==> src/rtl/rtc_bus_arbiter_pkg.sv <==
// Shared types and constants for the RTC bus arbiter: FSM encoding,
// requester indices and default strobe/gap timing.
package rtc_bus_arbiter_pkg;

    typedef enum logic [2:0] {
        ST_IDLE = 3'd0,
        ST_ADDR = 3'd1,
        ST_GAP  = 3'd2,
        ST_DATA = 3'd3,
        ST_DONE = 3'd4
    } state_t;

    localparam int NUM_REQ  = 3;
    localparam int REQ_POLL = 0;
    localparam int REQ_DATE = 1;
    localparam int REQ_TSET = 2;

    localparam int DEF_STROBE_CYC = 8;
    localparam int DEF_GAP_CYC    = 2;

    // The first contest after reset starts scanning at requester 0.
    localparam logic [1:0] RR_PTR_INIT = 2'(REQ_TSET);

    function automatic logic [1:0] onehot_to_idx(input logic [NUM_REQ-1:0] oh);
        if (oh[REQ_TSET])
            return 2'(REQ_TSET);
        else if (oh[REQ_DATE])
            return 2'(REQ_DATE);
        else
            return 2'(REQ_POLL);
    endfunction

endpackage

==> src/rtl/rtc_bus_arbiter_rr_pick.sv <==
// Combinational 3-way round-robin selector: scans from the requester after
// ptr, wrapping 2->0, and returns the first active one as a one-hot winner.
module rtc_rr_pick
    import rtc_bus_arbiter_pkg::*;
(
    input  logic [NUM_REQ-1:0] req,
    input  logic [1:0]         ptr,
    output logic [NUM_REQ-1:0] winner,
    output logic               valid
);

    logic [1:0] cand;

    always_comb begin
        winner = '0;
        valid  = |req;
        cand   = '0;
        for (int k = 1; k <= NUM_REQ; k++) begin
            cand = 2'((int'(ptr) + k) % NUM_REQ);
            if (winner == '0 && req[cand])
                winner[cand] = 1'b1;
        end
    end

endmodule

==> src/rtl/rtc_bus_arbiter.sv <==
// Round-robin arbiter sharing one multiplexed RTC bus between three
// requesters: address phase, idle gap, then a read or write data phase.
module rtc_bus_arbiter
    import rtc_bus_arbiter_pkg::*;
#(
    parameter int STROBE_CYC = DEF_STROBE_CYC,
    parameter int GAP_CYC    = DEF_GAP_CYC
) (
    input  logic                 clk,
    input  logic                 reset,
    input  logic [NUM_REQ-1:0]   req,
    input  logic [NUM_REQ-1:0]   rnw,
    input  logic [8*NUM_REQ-1:0] addr_in,
    input  logic [8*NUM_REQ-1:0] wdata_in,
    output logic [NUM_REQ-1:0]   gnt,
    output logic [NUM_REQ-1:0]   done,
    output logic [7:0]           rdata,
    output logic                 busy,
    output logic [7:0]           bus_out,
    output logic                 bus_oe,
    input  logic [7:0]           bus_in,
    output logic                 cs_n,
    output logic                 ad_sel,
    output logic                 rd_n,
    output logic                 wr_n
);

    // Counters load N-1 on phase entry and leave the phase when they hit 0.
    localparam logic [7:0] STROBE_LOAD = 8'(STROBE_CYC - 1);
    localparam logic [7:0] GAP_LOAD    = 8'(GAP_CYC - 1);

    state_t             state;
    logic [7:0]         phase_cnt;
    logic [1:0]         rr_ptr;
    logic [7:0]         wdata_lat;
    logic               rnw_lat;

    logic [NUM_REQ-1:0] pick_winner;
    logic               pick_valid;
    logic [7:0]         addr_bytes  [NUM_REQ];
    logic [7:0]         wdata_bytes [NUM_REQ];
    logic [7:0]         sel_addr;
    logic [7:0]         sel_wdata;
    logic               sel_rnw;

    generate
        for (genvar gi = 0; gi < NUM_REQ; gi++) begin : g_unpack
            assign addr_bytes[gi]  = addr_in[8*gi +: 8];
            assign wdata_bytes[gi] = wdata_in[8*gi +: 8];
        end
    endgenerate

    rtc_rr_pick u_pick (
        .req    (req),
        .ptr    (rr_ptr),
        .winner (pick_winner),
        .valid  (pick_valid)
    );

    always_comb begin
        sel_addr  = '0;
        sel_wdata = '0;
        sel_rnw   = 1'b0;
        for (int i = 0; i < NUM_REQ; i++) begin
            if (pick_winner[i]) begin
                sel_addr  = addr_bytes[i];
                sel_wdata = wdata_bytes[i];
                sel_rnw   = rnw[i];
            end
        end
    end

    always_ff @(posedge clk or posedge reset) begin
        if (reset) begin
            state     <= ST_IDLE;
            phase_cnt <= '0;
            rr_ptr    <= RR_PTR_INIT;
            wdata_lat <= '0;
            rnw_lat   <= 1'b0;
            gnt       <= '0;
            done      <= '0;
            rdata     <= '0;
            busy      <= 1'b0;
            bus_out   <= '0;
            bus_oe    <= 1'b0;
            cs_n      <= 1'b1;
            ad_sel    <= 1'b0;
            rd_n      <= 1'b1;
            wr_n      <= 1'b1;
        end else begin
            done <= '0;
            case (state)
                ST_IDLE: begin
                    if (pick_valid) begin
                        state     <= ST_ADDR;
                        phase_cnt <= STROBE_LOAD;
                        gnt       <= pick_winner;
                        wdata_lat <= sel_wdata;
                        rnw_lat   <= sel_rnw;
                        busy      <= 1'b1;
                        cs_n      <= 1'b0;
                        ad_sel    <= 1'b1;
                        bus_oe    <= 1'b1;
                        bus_out   <= sel_addr;
                        wr_n      <= 1'b0;
                    end
                end
                ST_ADDR: begin
                    if (phase_cnt == 8'd0) begin
                        state     <= ST_GAP;
                        phase_cnt <= GAP_LOAD;
                        wr_n      <= 1'b1;
                        bus_oe    <= 1'b0;
                    end else begin
                        phase_cnt <= phase_cnt - 8'd1;
                    end
                end
                ST_GAP: begin
                    if (phase_cnt == 8'd0) begin
                        state     <= ST_DATA;
                        phase_cnt <= STROBE_LOAD;
                        ad_sel    <= 1'b0;
                        if (rnw_lat) begin
                            rd_n    <= 1'b0;
                        end else begin
                            bus_oe  <= 1'b1;
                            bus_out <= wdata_lat;
                            wr_n    <= 1'b0;
                        end
                    end else begin
                        phase_cnt <= phase_cnt - 8'd1;
                    end
                end
                ST_DATA: begin
                    if (phase_cnt == 8'd0) begin
                        // This edge closes the last strobe cycle, so bus_in is
                        // still being driven by the RTC under rd_n low.
                        if (rnw_lat)
                            rdata <= bus_in;
                        state  <= ST_DONE;
                        done   <= gnt;
                        rd_n   <= 1'b1;
                        wr_n   <= 1'b1;
                        cs_n   <= 1'b1;
                        bus_oe <= 1'b0;
                    end else begin
                        phase_cnt <= phase_cnt - 8'd1;
                    end
                end
                ST_DONE: begin
                    state  <= ST_IDLE;
                    rr_ptr <= onehot_to_idx(gnt);
                    gnt    <= '0;
                    busy   <= 1'b0;
                end
                default: begin
                    state <= ST_IDLE;
                end
            endcase
        end
    end

endmodule
==> config.mk <==
export PLATFORM = sky130hd
export DESIGN_NAME = rtc_bus_arbiter
export DESIGN_NICKNAME = d
export VERILOG_FILES = /design/src/rtl/rtc_bus_arbiter_pkg.sv /design/src/rtl/rtc_bus_arbiter_rr_pick.sv /design/src/rtl/rtc_bus_arbiter.sv
export SDC_FILE = /design/constraint.sdc
export NUM_CORES = 1
export LEC_CHECK = 0
export BUFFER_PORTS_ARGS = -buffer_cell sky130_fd_sc_hd__buf_4
export CAP_MARGIN = 15
export CELL_PAD_IN_SITES_DETAIL_PLACEMENT = 1
export CELL_PAD_IN_SITES_GLOBAL_PLACEMENT = 1
export CORE_ASPECT_RATIO = 1.25
export CORE_MARGIN = 3
export CORE_UTILIZATION = 30
export DETAILED_ROUTE_END_ITERATION = 10
export PLACE_DENSITY = 0.75
export SYNTH_ARGS = -nofsm -noshare
export SYNTH_HDL_FRONTEND = slang
export SYNTH_SLANG_ARGS = --single-unit
export TNS_END_PERCENT = 30
==> constraint.sdc <==
create_clock -name clk -period 4 [get_ports clk]
set_input_delay 0.6 -clock clk [delete_from_list [all_inputs] [get_ports clk]]
set_output_delay 0.6 -clock clk [all_outputs]
set_load 0.03 [all_outputs]
==> results of run 1 <==
-- state kept, by name, summed over array words and instances (netlist names) --
| signal | flops |
|---|---|
| bus_oe | 1 |
| wr_n | 1 |
| rd_n | 1 |
| phase_cnt | 8 |
| rr_ptr | 2 |
| done | 3 |
| gnt | 3 |
| ad_sel | 1 |
| state | 3 |
| bus_out | 8 |
| busy | 1 |
| rdata | 8 |
| rnw_lat | 1 |
| wdata_lat | 8 |
| cs_n | 1 |
-- synthesized netlist by cell type (2+ instances only) --
library cell | n | share of area [%]
a21o_1 | 3 | 0.76
a21oi_1 | 11 | 1.9
a31oi_1 | 19 | 4.0
a32oi_1 | 2 | 0.59
and2_1 | 4 | 0.84
buf_2 | 3 | 0.50
buf_6 | 6 | 2.3
clkbuf_1 | 10 | 1.3
dfrtp_1 | 46 | 39
dfstp_2 | 4 | 3.5
ha_1 | 6 | 2.5
inv_1 | 27 | 3.4
mux2_2 | 10 | 3.8
mux2i_1 | 20 | 6.7
nand2_1 | 37 | 4.7
nand3_1 | 23 | 3.9
nor2_1 | 20 | 2.5
nor2b_1 | 3 | 0.63
nor3_1 | 4 | 0.67
nor3b_1 | 2 | 0.50
o211ai_1 | 16 | 4.0
o21ai_0 | 6 | 1.0
o31ai_1 | 2 | 0.50
or3_1 | 3 | 0.63
xor2_1 | 4 | 1.2
-- per-layer routing --
| layer | vias up | global-route usage [%] |
|---|---|---|
| li1 | 1299 | - |
| met1 | 1332 | 18.7 |
| met2 | 73 | 28.4 |
| met3 | 8 | 2.81 |
| met4 | 0 | 5.39 |
| met5 | - | 0 |
-- where the power goes --
part           switching [mW]  leakage (nW)  internal (mW)  total, mW
sequential              0.149         0.609          0.703      0.852
combinational           0.505          1.11          0.372      0.876
clock                   0.188        0.0619          0.228      0.416
total                   0.841          1.78           1.30       2.14
-- cells by family after synthesis --
| family | count (synthesis) |
|---|---|
| AO/OA/AOI/OAI | 72 |
| AND/OR/NAND/NOR | 110 |
| flip-flops | 50 |
| multiplexers | 30 |
| buffers and inverters | 46 |
| adder cells (fa/ha/maj) | 7 |
| XOR/XNOR | 5 |
-- metrics by stage --
stage | util, % | worst slack, ns | instance area, µm²
after floorplan | - | 1.53 | 2970
after global placement | 38.5 | 1.22 | 3720
after detailed placement | 38.5 | 1.12 | 3720
after CTS | 40.0 | 1.11 | 3860
after global routing | 40.2 | 0.910 | 3880
final | 40.2 | 1.14 | 3880
-- layout make-up --
cell class / count / area [µm²] / share of cell area (%)
Clock buffer: 5 / 125 / 3.22
Sequential cell: 50 / 1260 / 32.4
Timing Repair Buffer: 95 / 726 / 18.7
Inverter: 27 / 101 / 2.61
Clock inverter: 2 / 15.0 / 0.387
Tap cell: 126 / 158 / 4.06
Multi-Input combinational cell: 224 / 1500 / 38.7
-- worst max-delay path by stage --
stage               startpoint           end  slack, ns  cells after the start
floorplan            rr_ptr[1]    bus_out[7]       1.53                     11
global placement     rr_ptr[1]  wdata_lat[3]       1.22                      9
detailed placement   rr_ptr[1]  wdata_lat[1]       1.12                      8
CTS                  rr_ptr[1]       rnw_lat       1.11                      8
global route         rr_ptr[0]  wdata_lat[1]       0.91                      8
finish               rr_ptr[1]       rnw_lat       1.14                      9
-- placed cells by master (no fill, tap or decap), types with 4 or more instances in the layout --
cell       netlist  routed
and2_1           4       4
a31oi_1         19      19
nand3_1         23      23
ha_1             6       6
xor2_1           4       4
clkbuf_16        0       5
o21ai_0          6       6
mux2_2          10      10
o211ai_1        16      16
buf_4            0      94
nor2_1          20      20
dfrtp_1         46      46
dfstp_2          4       4
nand2_1         37      37
mux2i_1         20      20
inv_1           27      26
a21oi_1         11      11
==> reports/qor.csv, run 1 <==
metric,value,unit
status,completed,
clock_path_buffers,2,
fillers,1150,
fmax,349,MHz
antenna_found_initial,0,
slew_viol_final,0,
cts.repair.resized,0,
placed_cells,521,
synth_nets,390,
gr-total-overflow,0,
clk_pin_slew,0.07,ns
start_util,30.8,%
skew,0.00404,ns
grt_max_degree,51,
min_period,2.86,ns
required,4.14,ns
wl_met1,3540,µm
cts_sinks,50,
reg2regPathDepth,9,
num_vias,2712,
post-cts-setup-buffers,0,
fin_cells,529,
diodes,0,
power.total,2.14,mW
syn-cell-area,2970,µm²
avgRoutedWirePerCell,16.1,µm
setup_tns,0,ns
rrSetupSlack,1.14,ns
cts_buffers,5,
wl_met2,4490,µm
synth_top_family_by_area,simple AND/OR/NAND/NOR gates,
min_path_type,in -> async,
synth_compound_area_share,16.9,%
setup_viol,0,
grt_pass1_vias,2817,
ys_types,54,
die_w,95.0,µm
cts_tree,done,
path_delay_family,compound AO/OA/AOI/OAI gates,
leakagePower,1.78,nW
synthFlopType,dfrtp_1,
grtUsageTotal,15.7,%
die_area,11100,µm²
setup.worst_path.start_class,register,
route.top_layer_used,met4,
port_buffers,91,
synth_fa_ha_area_share,2.86,%
yosysSeqAreaShare,42.3,%
ys_seq_elements,50,
rsz0062_at_grt,false,
drive_above_1_share,31.5,%
synth-edff-count,0,
timing.rr.start,rr_ptr[1],
slowest_delay,0.56,ns
place_hpwl,6420,µm
slowest_stage,dfstp_2,
root_buffer,clkbuf_16,
nNetsFinal,473,
r2r-end,rnw_lat,
die_y,117,µm
area_growth,30.6,%
rows,40,
async_flop_share,100,%
yosys.area_share.xor_xnor,1.47,%
path_cells,"inv_1, ha_1, nand2b_4, a221o_1, a21bo_1, o41a_1, buf_4, mux2i_1, o211ai_1",
period_share,71.6,%
io-pin-count,92,
hold_viol_final,0,
place.gp.congestion,0.806,
drt_iter0_drc,70,
dr_wl_met3,351,µm
drcViolationCount,0,
worst_pin_slew,0.913,ns
clock_latency,0.29,ns
syn_inst,320,
cp.arrival,3.01,ns
wl,8530,µm
vias_per_cell,5.13,
end_kind,register,
synthMuxAreaShare,10.5,%
relSlewSlack,38.8,%
fp.coreArea,9660,µm²
grt_pass1_wl,13600,µm
critPathKind,reg -> reg,
cp_max_fo,10,
yosys_warnings,0,
power.density,552,nW/µm²
dr.pass1.iters,4,
vdd_ir_drop_max,0.169,mV
cts-htree-levels,2,
syn_area_per_cell,9.29,µm²
cap_violations,0,
synth-simple-area-share,18.5,%
hold_buffers,0,
postRouteAntennaNets,0,
path_buf_inv,2,
timing.hold.ws,0.309,ns
Note: power is estimated with default switching activity, not from simulation.
==> run 2, diff against run 1 <==
--- a/config.mk
+++ b/config.mk
@@ -13,7 +13,7 @@
 export CORE_MARGIN = 3
 export CORE_UTILIZATION = 30
 export DETAILED_ROUTE_END_ITERATION = 10
-export PLACE_DENSITY = 0.75
+export PLACE_DENSITY = 0.78
 export SYNTH_ARGS = -nofsm -noshare
 export SYNTH_HDL_FRONTEND = slang
 export SYNTH_SLANG_ARGS = --single-unit
==> constraint.sdc (replaced) <==
create_clock -name clk -period 2.6 [get_ports clk]
set_input_delay 0.39 -clock clk [delete_from_list [all_inputs] [get_ports clk]]
set_output_delay 0.39 -clock clk [all_outputs]
set_load 0.03 [all_outputs]
==> reports/qor.csv, run 2 (synthesized netlist as in run 1, its figures left out) <==
metric,value,unit
start_util,30.8,%
drive_above_1_share,35.9,%
seq_power_share,39.0,%
grt_max_degree,51,
cp.arrival,2.63,ns
clock_path_buffers,2,
fmax,404,MHz
grt_pass1_vias,2899,
grtUsageTotal,16.0,%
wl,8770,µm
critPathKind,reg -> reg,
clock_power_share,20.0,%
slowest_delay,0.40,ns
period_share,95.1,%
path_cells,"inv_1, ha_2, inv_2, a221o_1, a21bo_1, o41a_1, buf_12, mux2i_2, o211ai_1",
status,completed,
final_cell_mix,"108 x buf_4, 46 x dfrtp_1, 37 x nand2_1",
die_area,11100,µm²
fp.coreArea,9660,µm²
cts_tree,done,
relSlewSlack,56.9,%
switching_share,39.5,%
drt_iter0_drc,75,
layout_commonest_cell,buf_4,
final_area,4030,µm²
io-pin-count,92,
post-place-ws,0.0103,ns
hold_viol_final,0,
power.density,839,nW/µm²
fin_cells,544,
end_kind,register,
setup_tns,0,ns
num_vias,2771,
cts_buffers,5,
hold_buffers,0,
internal_power,2.04,mW
cts-htree-levels,2,
die_y,117,µm
vdd_ir_drop_max,0.359,mV
fillers,1146,
leakagePower,1.86,nW
cp_max_fo,18,
timing.hold.ws,0.263,ns
gr-total-overflow,0,
rows,40,
dr.pass1.iters,4,
final_util,41.7,%
die_w,95.0,µm
setup.worst_path.start_class,register,
place.gp.congestion,0.847,
clk_pin_slew,0.07,ns
worst_pin_slew,0.646,ns
area_growth,35.4,%
slew_viol_final,0,
power.total,3.38,mW
nNetsFinal,487,
cts_sinks,50,
setup_viol,0,
grt_pass1_wl,14100,µm
multi_input_area,1530,µm²
min_period,2.47,ns
seqCellArea,1260,µm²
vias_per_cell,5.09,
min_path_type,in -> async,
power_switching,1.33,mW
root_buffer,clkbuf_16,
avgRoutedWirePerCell,16.1,µm
diodes,0,
cap_violations,0,
antenna_found_initial,0,
skew,0.00486,ns
placed_cells,534,
required,2.76,ns
slowest_stage,dfrtp_1,
placed_cell_area,3830,µm²
drcViolationCount,0,
clock_latency,0.29,ns
postRouteAntennaNets,0,
place_hpwl,6530,µm
p_comb_share,41.1,%
port_buffers,91,
worst_slack,0.127,ns
[run 2: cell types whose count changed in the layout (fill, tap and decap cells not counted), sizes merged]
cell	delta
inv	+1
buf	+14
clkinv	+2
clkinvlp	-2
[run 2: layer usage]
metal / global-route usage (%) / vias up / part of all wire, %
met2: 29.9 / 72 / 55
met1: 19.3 / 1367 / 39
li1: - / 1323 / -
met5: 0 / - / 0
met4: 3.85 / 0 / 1.5
met3: 2.05 / 9 / 4.1
[run 2: worst paths after layout]
path,cells after the start,end,from,slack (ns)
min,3,rdata[1],reset,0.26
min reg2reg,2,wdata_lat[4],wdata_lat[4],0.50
max,9,wdata_lat[5],rr_ptr[0],0.13
min in group clk,2,rdata[2],bus_in[2],0.33
max reg2reg,9,wdata_lat[5],rr_ptr[0],0.13
max in group asynchronous,3,phase_cnt[7],reset,1.89
[run 2: cell type report]
cell class                      count  area share [%]
Clock buffer                        5            3.11
Clock inverter                      3           0.715
Inverter                           27            2.52
Multi-Input combinational cell    224            37.9
Sequential cell                    50            31.2
Tap cell                          126            3.92
Timing Repair Buffer              109            20.6
[run 2: power by group through the flow]
stage	Clock (mW)	Sequential [mW]	Combinational, mW
6_report	0.674	1.32	1.39
5_1_grt	0.727	1.36	1.53
4_1_cts	0.694	1.32	1.40
3_5_place_dp	0	1.33	1.39
3_3_place_gp	0	1.31	1.35
2_1_floorplan	0	1.55	0.628
[run 2: critical path, delay by kind of cell (launching register included)]
family / cells / cell delay [ns]
AOI/OAI and AO/OA: 4 / 1.02
DFF: 1 / 0.40
adders and majority gates: 1 / 0.37
buffers and inverters: 3 / 0.36
muxes: 1 / 0.18
[run 2: repair_timing]
item,CTS,global route
gates resized for setup,0,10
setup buffers,0,2
setup endpoints to repair,0,17
